### config.mk
export PLATFORM = sky130hd
export DESIGN_NAME = systolic_feeder_4x4
export DESIGN_NICKNAME = d
export VERILOG_FILES = /design/src/rtl/systolic_feeder_4x4.sv
export SDC_FILE = /design/constraint.sdc
export NUM_CORES = 2
export LEC_CHECK = 0
export CORE_AREA = 2 2 251 253
export CTS_BUF_LIST = sky130_fd_sc_hd__clkbuf_8
export DETAILED_ROUTE_END_ITERATION = 10
export DIE_AREA = 0 0 253 255
export PLACE_DENSITY = 0.82
export SYNTH_ARGS = -nofsm -noshare
export SYNTH_HDL_FRONTEND = slang
export SYNTH_SLANG_ARGS = --single-unit
### constraint.sdc
create_clock -name clk -period 49.5 [get_ports clk]
set_input_delay 9.9 -clock clk [delete_from_list [all_inputs] [get_ports clk]]
set_output_delay 9.9 -clock clk [all_outputs]
set_load 0.02 [all_outputs]
### src/rtl/systolic_feeder_4x4.sv
// Operand scheduler for the 4x4 systolic array.
// Latches one A/B block pair and feeds it diagonally skewed onto the west and north lanes.
module systolic_feeder_4x4 #(
    parameter int BIT_WIDTH    = 16,
    parameter int DRAIN_CYCLES = 6
) (
    input  logic                    clk,
    input  logic                    rst,
    input  logic                    in_valid,
    output logic                    in_ready,
    input  logic [16*BIT_WIDTH-1:0] a_blk,
    input  logic [16*BIT_WIDTH-1:0] b_blk,
    output logic [BIT_WIDTH-1:0]    west_out0,
    output logic [BIT_WIDTH-1:0]    west_out1,
    output logic [BIT_WIDTH-1:0]    west_out2,
    output logic [BIT_WIDTH-1:0]    west_out3,
    output logic [BIT_WIDTH-1:0]    north_out0,
    output logic [BIT_WIDTH-1:0]    north_out1,
    output logic [BIT_WIDTH-1:0]    north_out2,
    output logic [BIT_WIDTH-1:0]    north_out3,
    output logic                    acc_clr,
    output logic                    busy,
    output logic                    done
);

    typedef enum logic [2:0] {
        S_IDLE,
        S_CLEAR,
        S_FEED,
        S_DRAIN,
        S_DONE
    } state_t;

    localparam logic [3:0] FEED_LAST  = 4'd6;
    localparam logic [3:0] DRAIN_LAST = 4'(DRAIN_CYCLES - 1);

    state_t state_q, state_d;
    logic [3:0] cnt_q, cnt_d;
    logic [15:0][BIT_WIDTH-1:0] a_q, a_d;
    logic [15:0][BIT_WIDTH-1:0] b_q, b_d;
    logic [3:0][BIT_WIDTH-1:0] west_q, west_d;
    logic [3:0][BIT_WIDTH-1:0] north_q, north_d;
    logic [3:0][3:0] off;
    logic in_ready_q, in_ready_d;
    logic acc_clr_q, acc_clr_d;
    logic busy_q, busy_d;
    logic done_q, done_d;
    logic accept;

    assign accept = (state_q == S_IDLE) && in_ready_q && in_valid;

    always_comb begin
        state_d = state_q;
        cnt_d   = cnt_q;
        unique case (state_q)
            S_IDLE: begin
                cnt_d = '0;
                if (accept) state_d = S_CLEAR;
            end
            S_CLEAR: begin
                state_d = S_FEED;
                cnt_d   = '0;
            end
            S_FEED: begin
                if (cnt_q == FEED_LAST) begin
                    state_d = S_DRAIN;
                    cnt_d   = '0;
                end else begin
                    cnt_d = cnt_q + 4'd1;
                end
            end
            S_DRAIN: begin
                if (cnt_q == DRAIN_LAST) begin
                    state_d = S_DONE;
                    cnt_d   = '0;
                end else begin
                    cnt_d = cnt_q + 4'd1;
                end
            end
            S_DONE: begin
                state_d = S_IDLE;
                cnt_d   = '0;
            end
            default: begin
                state_d = S_IDLE;
                cnt_d   = '0;
            end
        endcase
    end

    // Element n of the packed bus sits MSB-first, so element 0 is the top slice.
    always_comb begin
        a_d = a_q;
        b_d = b_q;
        if (accept) begin
            for (int n = 0; n < 16; n++) begin
                a_d[n] = a_blk[(15-n)*BIT_WIDTH +: BIT_WIDTH];
                b_d[n] = b_blk[(15-n)*BIT_WIDTH +: BIT_WIDTH];
            end
        end
    end

    // Lane i carries operand index t-i; a negative offset wraps above 3 and is masked.
    always_comb begin
        west_d  = '0;
        north_d = '0;
        off     = '0;
        for (int i = 0; i < 4; i++) begin
            off[i] = cnt_d - 4'(i);
            if (state_d == S_FEED && off[i] < 4'd4) begin
                west_d[i]  = a_q[{2'(i), off[i][1:0]}];
                north_d[i] = b_q[{off[i][1:0], 2'(i)}];
            end
        end
    end

    always_comb begin
        in_ready_d = (state_d == S_IDLE);
        busy_d     = (state_d != S_IDLE);
        acc_clr_d  = (state_d == S_CLEAR);
        done_d     = (state_d == S_DONE);
    end

    always_ff @(posedge clk or posedge rst) begin
        if (rst) begin
            state_q    <= S_IDLE;
            cnt_q      <= '0;
            a_q        <= '0;
            b_q        <= '0;
            west_q     <= '0;
            north_q    <= '0;
            in_ready_q <= 1'b0;
            acc_clr_q  <= 1'b0;
            busy_q     <= 1'b0;
            done_q     <= 1'b0;
        end else begin
            state_q    <= state_d;
            cnt_q      <= cnt_d;
            a_q        <= a_d;
            b_q        <= b_d;
            west_q     <= west_d;
            north_q    <= north_d;
            in_ready_q <= in_ready_d;
            acc_clr_q  <= acc_clr_d;
            busy_q     <= busy_d;
            done_q     <= done_d;
        end
    end

    assign in_ready   = in_ready_q;
    assign acc_clr    = acc_clr_q;
    assign busy       = busy_q;
    assign done       = done_q;
    assign west_out0  = west_q[0];
    assign west_out1  = west_q[1];
    assign west_out2  = west_q[2];
    assign west_out3  = west_q[3];
    assign north_out0 = north_q[0];
    assign north_out1 = north_q[1];
    assign north_out2 = north_q[2];
    assign north_out3 = north_q[3];

endmodule

# Word level (Yosys, flattened, before mapping)
# Cells that the tools add are included.
# word_totals
out_inout_bits	132
wordCells	110
register_bits	651
in_bits	515
# classes
mux	31
eq_ne	8
n_lt_le_gt_ge	12
n_reduce_logical	9
add_sub_neg	4
# ops
op	count
16-bit binary-select mux with 2-bit select	8
16-bit 2-to-1 mux	16
4-bit by 5-bit less-than comparator with 1-bit output, second input constant	6
4-bit by 3-bit less-than comparator with 1-bit output, second input constant	4
3-bit case mux with 4 select lines	1
3-bit by 2-bit equality test with 1-bit output, second input constant	3
3-bit 2-to-1 mux	3
4-bit by 3-bit equality test with 1-bit output, second input constant	2
4-bit 2-to-1 mux	2
4-bit case mux with 2 select lines	1
4-bit by 2-bit subtractor with 4-bit output, second input constant	2
3-bit by 1-bit equality test with 1-bit output, second input constant	2
1-bit logical AND	6
3-bit logical NOT	2
2-bit by 5-bit less-than comparator with 1-bit output, second input constant	1
3-bit by 5-bit less-than comparator with 1-bit output, second input constant	1
4-bit by 1-bit adder with 4-bit output, second input constant	1
4-bit by 1-bit subtractor with 4-bit output, second input constant	1
3-bit equality test, second input constant	1
3-bit nonzero test	1

# Depth between registers and ports, before layout
# logic_depth
depth_word	8
mapped_depth	13
depth_no_buf	10

# Least setup slack after synthesis
# No wires, ideal clock.
# synth_timing
path_type	input-to-reg
from	input in_valid
to	register a_q[176] (netlist name)
stages	8
arrival_ns	11.112
slack_ns	38.323
n_path_buf	3
setup_ns	0.065
t_required_ns	49.435
path_cell_list	nand3_1 or2_2 clkbuf_1 inv_2 clkbuf_1 buf_2 nand2_1 nand2_1
# synth_via
elab_chain_cells	1
# synth_lines
item	line_no	source
start: declaration	9	input logic in_valid,
1-bit logical AND	50	assign accept = (state_q == S_IDLE) && in_ready_q && in_valid;
end signal: assignment	128	a_q <= '0;
end signal: assignment	139	a_q <= a_d;
end: declaration	39	logic [15:0][BIT_WIDTH-1:0] a_q, a_d;
# Every way passes these cells.
# A chain may end at the register's enable or synchronous reset.

==> key figures <==
Run status
  • Run status: finished clean

Yosys
  • Sequential share of the synthesized area: 0.599
  • Post-Syn Area: approximately 27000 µm²
  • Post-synthesis async set-or-reset flop share: 1.00
  • YS warnings: 0
  • Syn_area_per_cell: 10.1 µm²
  • Flip-flop and latch count after synthesis: approximately 650
  • Ys flop type: dfrtp_1
  • Synthesized net count: 3209
  • Post-synth EDFFs: 0
  • Synth cell types: 50
  • Cells after synthesis: between 2000 and 3000

Cells and area
  • Fin util: 0.586
  • Nets: ~3800
  • Finished Layout Cells: between 4000 and 5000
  • Most frequent cells in the layout: 1540 x nand2_1, 651 x dfrtp_1, 646 x clkdlybuf4s50_1
  • Commonest non-fill, non-tap cell in the layout: nand2_1
  • Fill count: between 4000 and 5000
  • Area Growth Syn to Fin: 34.1%
  • Layout cells sized above 1: 0.0979

CTS
  • Post-CTS Hold Buffers: 0
  • Clk sinks: 651
  • Post-CTS setup buffer count: 0
  • Clock-pin slew on the worst setup and hold paths: roughly 60 ps
  • TritonCTS buffer count: 107
  • Clk_lat worst skew: ~720 ps
  • # resized after CTS: 0
  • CTS tree: done
  • Root Buffer Master: clkbuf_8
  • Htree depth: 3
  • CTS max path bufs: 3

Worst setup path
  • CP startpoint kind: primary input
  • Worst reg2reg path depth: 11
  • Worst-path fanout max: 120
  • Critical path endpoint category: async pin
  • Crit path max-delay family: buffers and inverters
  • Cell mode on critical path: buf_4
  • Critical Path Start: rst
  • Critical path's slowest cell: buf_4
  • Worst path depth: 5
  • Critical Path RT: 50210 ps
  • Flop2flop setup slack: 45820 ps
  • Arrival time of the worst setup path: ~13000 ps
  • Buf/Inv on CP: 5
  • Crit path cell chain: clkdlybuf4s50_1 > inv_8 > buf_4 > buf_4 > buf_4
  • RR Endpoint: north_out1[9]
  • Critical path type: primary input to async pin
  • R2r startpoint: cnt_q[2]
  • CP peak stage delay: roughly 800 ps

Route
  • Met2 WL post-DR: 39800 µm
  • DRT Wirelength: approximately 81000 µm
  • DRT Pass-1 Iters: 6
  • Highest metal used: met5
  • Starting DRC count in detailed routing: ~1600
  • Wire length on met3: roughly 5000 µm
  • Via count: about 21000
  • DR WL/cell: around 19 µm
  • Routed Antenna Nets: 0
  • Residual DRC: 0
  • WL met1: approximately 32000 µm
  • Vias per cell: 5.02

Floorplanning
  • Initial Util: 0.437
  • Die Ht: 255 µm
  • Core area: 62200 µm²
  • Ports: around 650
  • Die width: 253 µm
  • Die Area: 64500 µm²
  • Site Rows: 92

Worst hold path
  • Hold crit path type: register to register
  • Hold Crit Endpoint: a_q[4]
  • Hold Crit Start: a_q[4]
  • Hold path depth: 2

Pwr
  • Logic pwr share: 0.377
  • Total power: 2.14 mW
  • Leak pwr: 17.9 nW
  • NetSw: ~0.73 mW
  • Sequential power share: 0.388
  • VDD IR max: roughly 51 µV
  • Clock share of power: 0.235
  • Internal power: ~1.4 mW
  • Net Sw Frac: 0.340
  • Power Density: between 50 and 60 nW/µm²

Job
  • Maxcap violations: 0

STA
  • Fmax achieved: ~79 MHz
  • Minimum clock period after layout: ~13000 ps
  • Post-route setup TNS: 0 ps
  • Max Transition Viols Final: 0
  • Worst-Margin Slew: ~1300 ps
  • Endpoints failing setup: 0
  • Rel. slew slack: 0.166
  • Max Clock Skew: roughly 41 ps
  • Fin crit share: 0.256
  • RSZ-0062 raised after global routing: false
  • Final Hold Fails: 0

Global routing
  • Global route total overflow: 0
  • Vias in the first global route: about 22000
  • Global-route wire length before repair: between 100000 and 150000 µm
  • Antenna violations before repair: 23
  • Pin count of the biggest net entering global routing: 223
  • GRT Total Usage: 0.249

Place
  • Post-detail-place hpwl: about 55000 µm
  • PortBufs: 646
  • Routability Congestion: around 0.85
  • Placed cell count: roughly 4000
==> logic make-up (layout without fill, tap and decap cells) <==
group           Yosys count  after routing  share of synthesized area
flops                   651            651                      0.599
simple gates           1706           1706                      0.251
buf+inv                 169            879                     0.0324
other cells               0             20                          0
compound gates           32             32                    0.00870
xor+xnor                  2              2                   0.000645
mux                     128            128                      0.106
fa+ha+maj                 3              3                    0.00138
==> flip-flops by register name, indices dropped and copies added, names as in the netlist <==
| signal | flops |
|---|---|
| in_ready | 1 |
| north_out1 | 16 |
| west_out1 | 16 |
| north_out3 | 16 |
| state_q | 3 |
| north_out2 | 16 |
| done | 1 |
| busy | 1 |
| north_out0 | 16 |
| west_out2 | 16 |
| cnt_q | 4 |
| b_q | 256 |
| west_out3 | 16 |
| a_q | 256 |
| west_out0 | 16 |
| acc_clr | 1 |
==> worst max-delay path by stage <==
stage	to	slack, ps
floorplan	a_q[0]	21360
global placement	a_q[130]	35960
detailed placement	a_q[130]	35930
CTS	b_q[45]	36710
global route	a_q[178]	36260
finish	b_q[109]	36820
==> power groups by stage <==
stage | Sequential (mW) | Combinational [mW] | Clock (mW)
2_1_floorplan | 0.837 | 0.554 | 0
3_3_place_gp | 0.826 | 0.792 | 0
3_5_place_dp | 0.834 | 0.813 | 0
4_1_cts | 0.828 | 0.817 | 0.514
5_1_grt | 0.850 | 0.880 | 0.538
6_report | 0.829 | 0.806 | 0.503
==> cells in the mapped netlist, drive strengths merged, types with 3 or more instances <==
cell type | count | area share
a21oi | 6 | 0.0014
a31oi | 3 | 0.00069
and2 | 36 | 0.0083
and2b | 10 | 0.0028
buf | 79 | 0.020
clkbuf | 81 | 0.011
dfrtp | 651 | 0.60
ha | 3 | 0.0014
inv | 9 | 0.0015
mux4 | 128 | 0.11
nand2 | 1540 | 0.21
nand2b | 7 | 0.0016
nor2 | 6 | 0.00083
nor2b | 92 | 0.021
nor3 | 3 | 0.00055
o21ai | 8 | 0.0019
==> layout make-up <==
| class | instances | area, µm² | area share |
|---|---|---|---|
| antenna | 20 | 50.0 | 0.00137 |
| clock buffer | 149 | 2050 | 0.0563 |
| clock inverter | 50 | 300 | 0.00824 |
| inverter | 9 | 58.8 | 0.00161 |
| multi-input combinational | 1871 | 10000 | 0.275 |
| sequential | 651 | 16300 | 0.447 |
| tap | 799 | 1000 | 0.0274 |
| timing repair buffer | 671 | 6670 | 0.183 |
==> metrics by stage <==
stage,cell area (µm²),setup slack [ps],hold WS [ps]
floorplan,27200,21360,437
global placement,34000,35960,449
detailed placement,34000,35930,456
CTS,36400,36710,471
global route,36400,36260,488
finish,36400,36820,468
==> worst register-to-register path, cell delays in order, from the launching register on <==
cell and delay (ps):
dfrtp_1 600, and2b_2 280, a21oi_2 90, o21ai_4 190, buf_4 600, ha_1 420
nand4bb_1 120, o21ai_0 100, a211oi_1 140, a221oi_4 390, buf_4 390, and2_1 270
==> layer usage <==
metal	vias up	GRT usage
li1	9763	-
met1	10400	0.315
met2	770	0.404
met3	239	0.0498
met4	8	0.141
met5	-	0
Note: power is estimated with default switching activity, not from simulation.
==> RTL change (same flow settings) <==
Encoding of `state_t`: now one-hot (5 bits for 5 states).
--- a/src/rtl/systolic_feeder_4x4.sv
+++ b/src/rtl/systolic_feeder_4x4.sv
@@ -23,12 +23,12 @@
     output logic                    done
 );
 
-    typedef enum logic [2:0] {
-        S_IDLE,
-        S_CLEAR,
-        S_FEED,
-        S_DRAIN,
-        S_DONE
+    typedef enum logic [4:0] {
+        S_IDLE  = 5'b00001,
+        S_CLEAR = 5'b00010,
+        S_FEED  = 5'b00100,
+        S_DRAIN = 5'b01000,
+        S_DONE  = 5'b10000
     } state_t;
 
     localparam logic [3:0] FEED_LAST  = 4'd6;
Check against the original RTL: no difference found for any inputs over 4 cycles, from zero or initial values and one cycle with rst high; so few cycles prove little.
==> RTL change against the original RTL <==
- critical path depth rose by 1
- register-to-register slack got worse by 0.86 ns
- sequential cell count rose by 2
- die area did not move
- hold slack improved by 0.033 ns
- wire length fell by 8.8%
- power fell by 11%
- global-route usage fell by 2.5 points
- combinational power fell by 31%
- design area fell by 0.45%
- setup slack got worse by 1.2 ns
- synthesized area fell by 0.81%
- largest power group unchanged
- highest routed layer unchanged
==> RTL change: results (changes against the original RTL) <==
- 1st-iter DRT viols: 934 (-41%)
- Post-CTS setup buffers: 0 (unchanged)
- Layout Skew: 0.0426 ns (+0.00155 ns)
- DP Area: 34100 sq um (about the same)
- Vias in the first global route: 19454 (-12%)
- Top cells by area, synth: dfrtp_1 (61%), mux2_2 (24%), mux4_2 (5.3%)
- Outcome: finished clean
- Synth warn: 0 (unchanged)
- Crit Path Max Fanout: 154 (+28%)
- Mapped Nets: 2260 (-30%)
- Root Buffer: clkbuf_8
- Multi-input gate share of total cell area: 0.276 (+0.00127)
- I/O Buffers: 646 (unchanged)
- GRT Util Overall: 0.225 (-0.0246)
- Clock Pin Slew Worst Setup and Hold Paths: 0.06 ns (about the same)
- Drt first pass iters: 5 (-1)
- Async SR Flop Fraction: 1.00 (unchanged)
- Longest Clk Path Bufs: 3 (unchanged)
- Total congestion overflow: 0 (unchanged)
- CTS buffer count: 106 (-0.93%)
- Htree depth: 3 (unchanged)
- Clk_buf instances: 134 (-10%)
- Clk_lat worst skew: 0.69 ns (-0.03 ns)
- VDD IR max: 0.0360 mV (-30%)
- Hold Crit Start: a_q[248]$_DFFE_PP0P_
- Seq/total area: 0.450 (+0.00342)
- HPWL Detailed: 50600 microns (-7.3%)
- Pleak: 15.1 nW (-16%)
- N_diodes: 19 (-5.0%)
- Nets: 2926 (-24%)
- Post-synth top cells: dfrtp_1 (652), mux2_2 (567), a21oi_1 (69)
- Cell variety after synth: 54 (+8.0%)
- Routability congestion estimate: 0.842 (-0.33%)
- Clock sinks: 653 (+0.31%)
- Critical Path AT: 14.60 ns (+1.22 ns)
- Slew headroom: 0.231 (+0.0652)
- Fillers: 4786 (-4.1%)
- Inst Count DP: 3097 (-23%)
- Post-placement setup slack: 34.69 ns (-1.24 ns)
- Vias: 17312 (-18%)
- Final clock-cell share: 0.0596 (-0.00495)
- First-pass GRT wire length: 111000 microns (-9.8%)
- Cell count after synthesis: 1740 (-35%)
- Share of layout cells above drive strength 1: 0.347 (+0.249)
- Worst Setup SP: rst
- Initial antenna violation count: 19 (-17%)
- Post-CTS sizing: 0 (unchanged)
- DR WL/cell: 22.4 microns (+17%)
- Final Cell Area: 36300 sq um (-0.45%)
- Invs w/o clock: 7 (-2)
- Largest regs: a_q (256), b_q (256)
- Largest net degree at the start of global routing: 185 (-17%)
- Buffers outside the clock class: 670 (-0.15%)
- Vias per inst: 5.24 (+4.4%)
- Reg2Reg Launch Point: state_q[2]$_DFF_PP0_
- Post-synthesis sequential area ratio: 0.606 (+0.00677)
- Number of multi-input logic gates: 968 (-48%)
- Non-clock buffer share: 0.184 (+0.000613)
- Worst hold path type: reg2reg
[RTL change: cell types whose count changed after synthesis, moves of 5 or more]
cell,delta
a21oi_1,+65
a22oi_1,+63
and2b_1,-9
clkbuf_1,-43
mux2_1,+9
mux2_2,+567
mux4_2,-62
nand2_1,-1472
nor2b_1,-88
nor2b_2,+30
o21ai_0,-5
[RTL change: final timing paths]
path	slack (ns)	cells past startpoint	to
setup / recovery	35.57	6	a_q[24]$_DFFE_PP0P_
hold reg to reg	0.50	1	a_q[248]$_DFFE_PP0P_
hold / removal	0.50	1	a_q[248]$_DFFE_PP0P_
min in group asynchronous	9.87	2	b_q[155]$_DFFE_PP0P_
max in group clk	35.90	8	b_q[132]$_DFFE_PP0P_
setup reg to reg	44.96	8	b_q[132]$_DFFE_PP0P_
[RTL change: where the power goes]
| group | internal (mW) | switching [mW] |
|---|---|---|
| clock | 0.258 | 0.216 |
| combinational | 0.358 | 0.199 |
| sequential | 0.758 | 0.116 |
[RTL change: logic make-up (layout without fill, tap and decap cells)]
family                   Yosys count  count (layout)  synth area share
AND/OR/NAND/NOR                  173             173            0.0378
flip-flops                       653             653             0.606
buffers and inverters            119             863            0.0236
multiplexers                     641             641             0.295
XOR/XNOR                           3               3          0.000975
AO/OA/AOI/OAI                    146             146            0.0345
other                              0              19                 0
adder cells (fa/ha/maj)            5               5           0.00232
[RTL change: worst max-delay path, cell delays in order]
cell and delay [ns]:
clkdlybuf4s50_1 0.49, inv_8 0.72, buf_4 0.80, buf_4 0.82, buf_4 0.78, buf_4 0.86
[RTL change: per-layer routing]
metal  GRT usage  share of wire  vias up
li1            -              -     7628
met3      0.0671          0.078      165
met5           0        0.00041        -
met2       0.388           0.51      624
met4       0.117          0.039        4
met1       0.252           0.37     8891
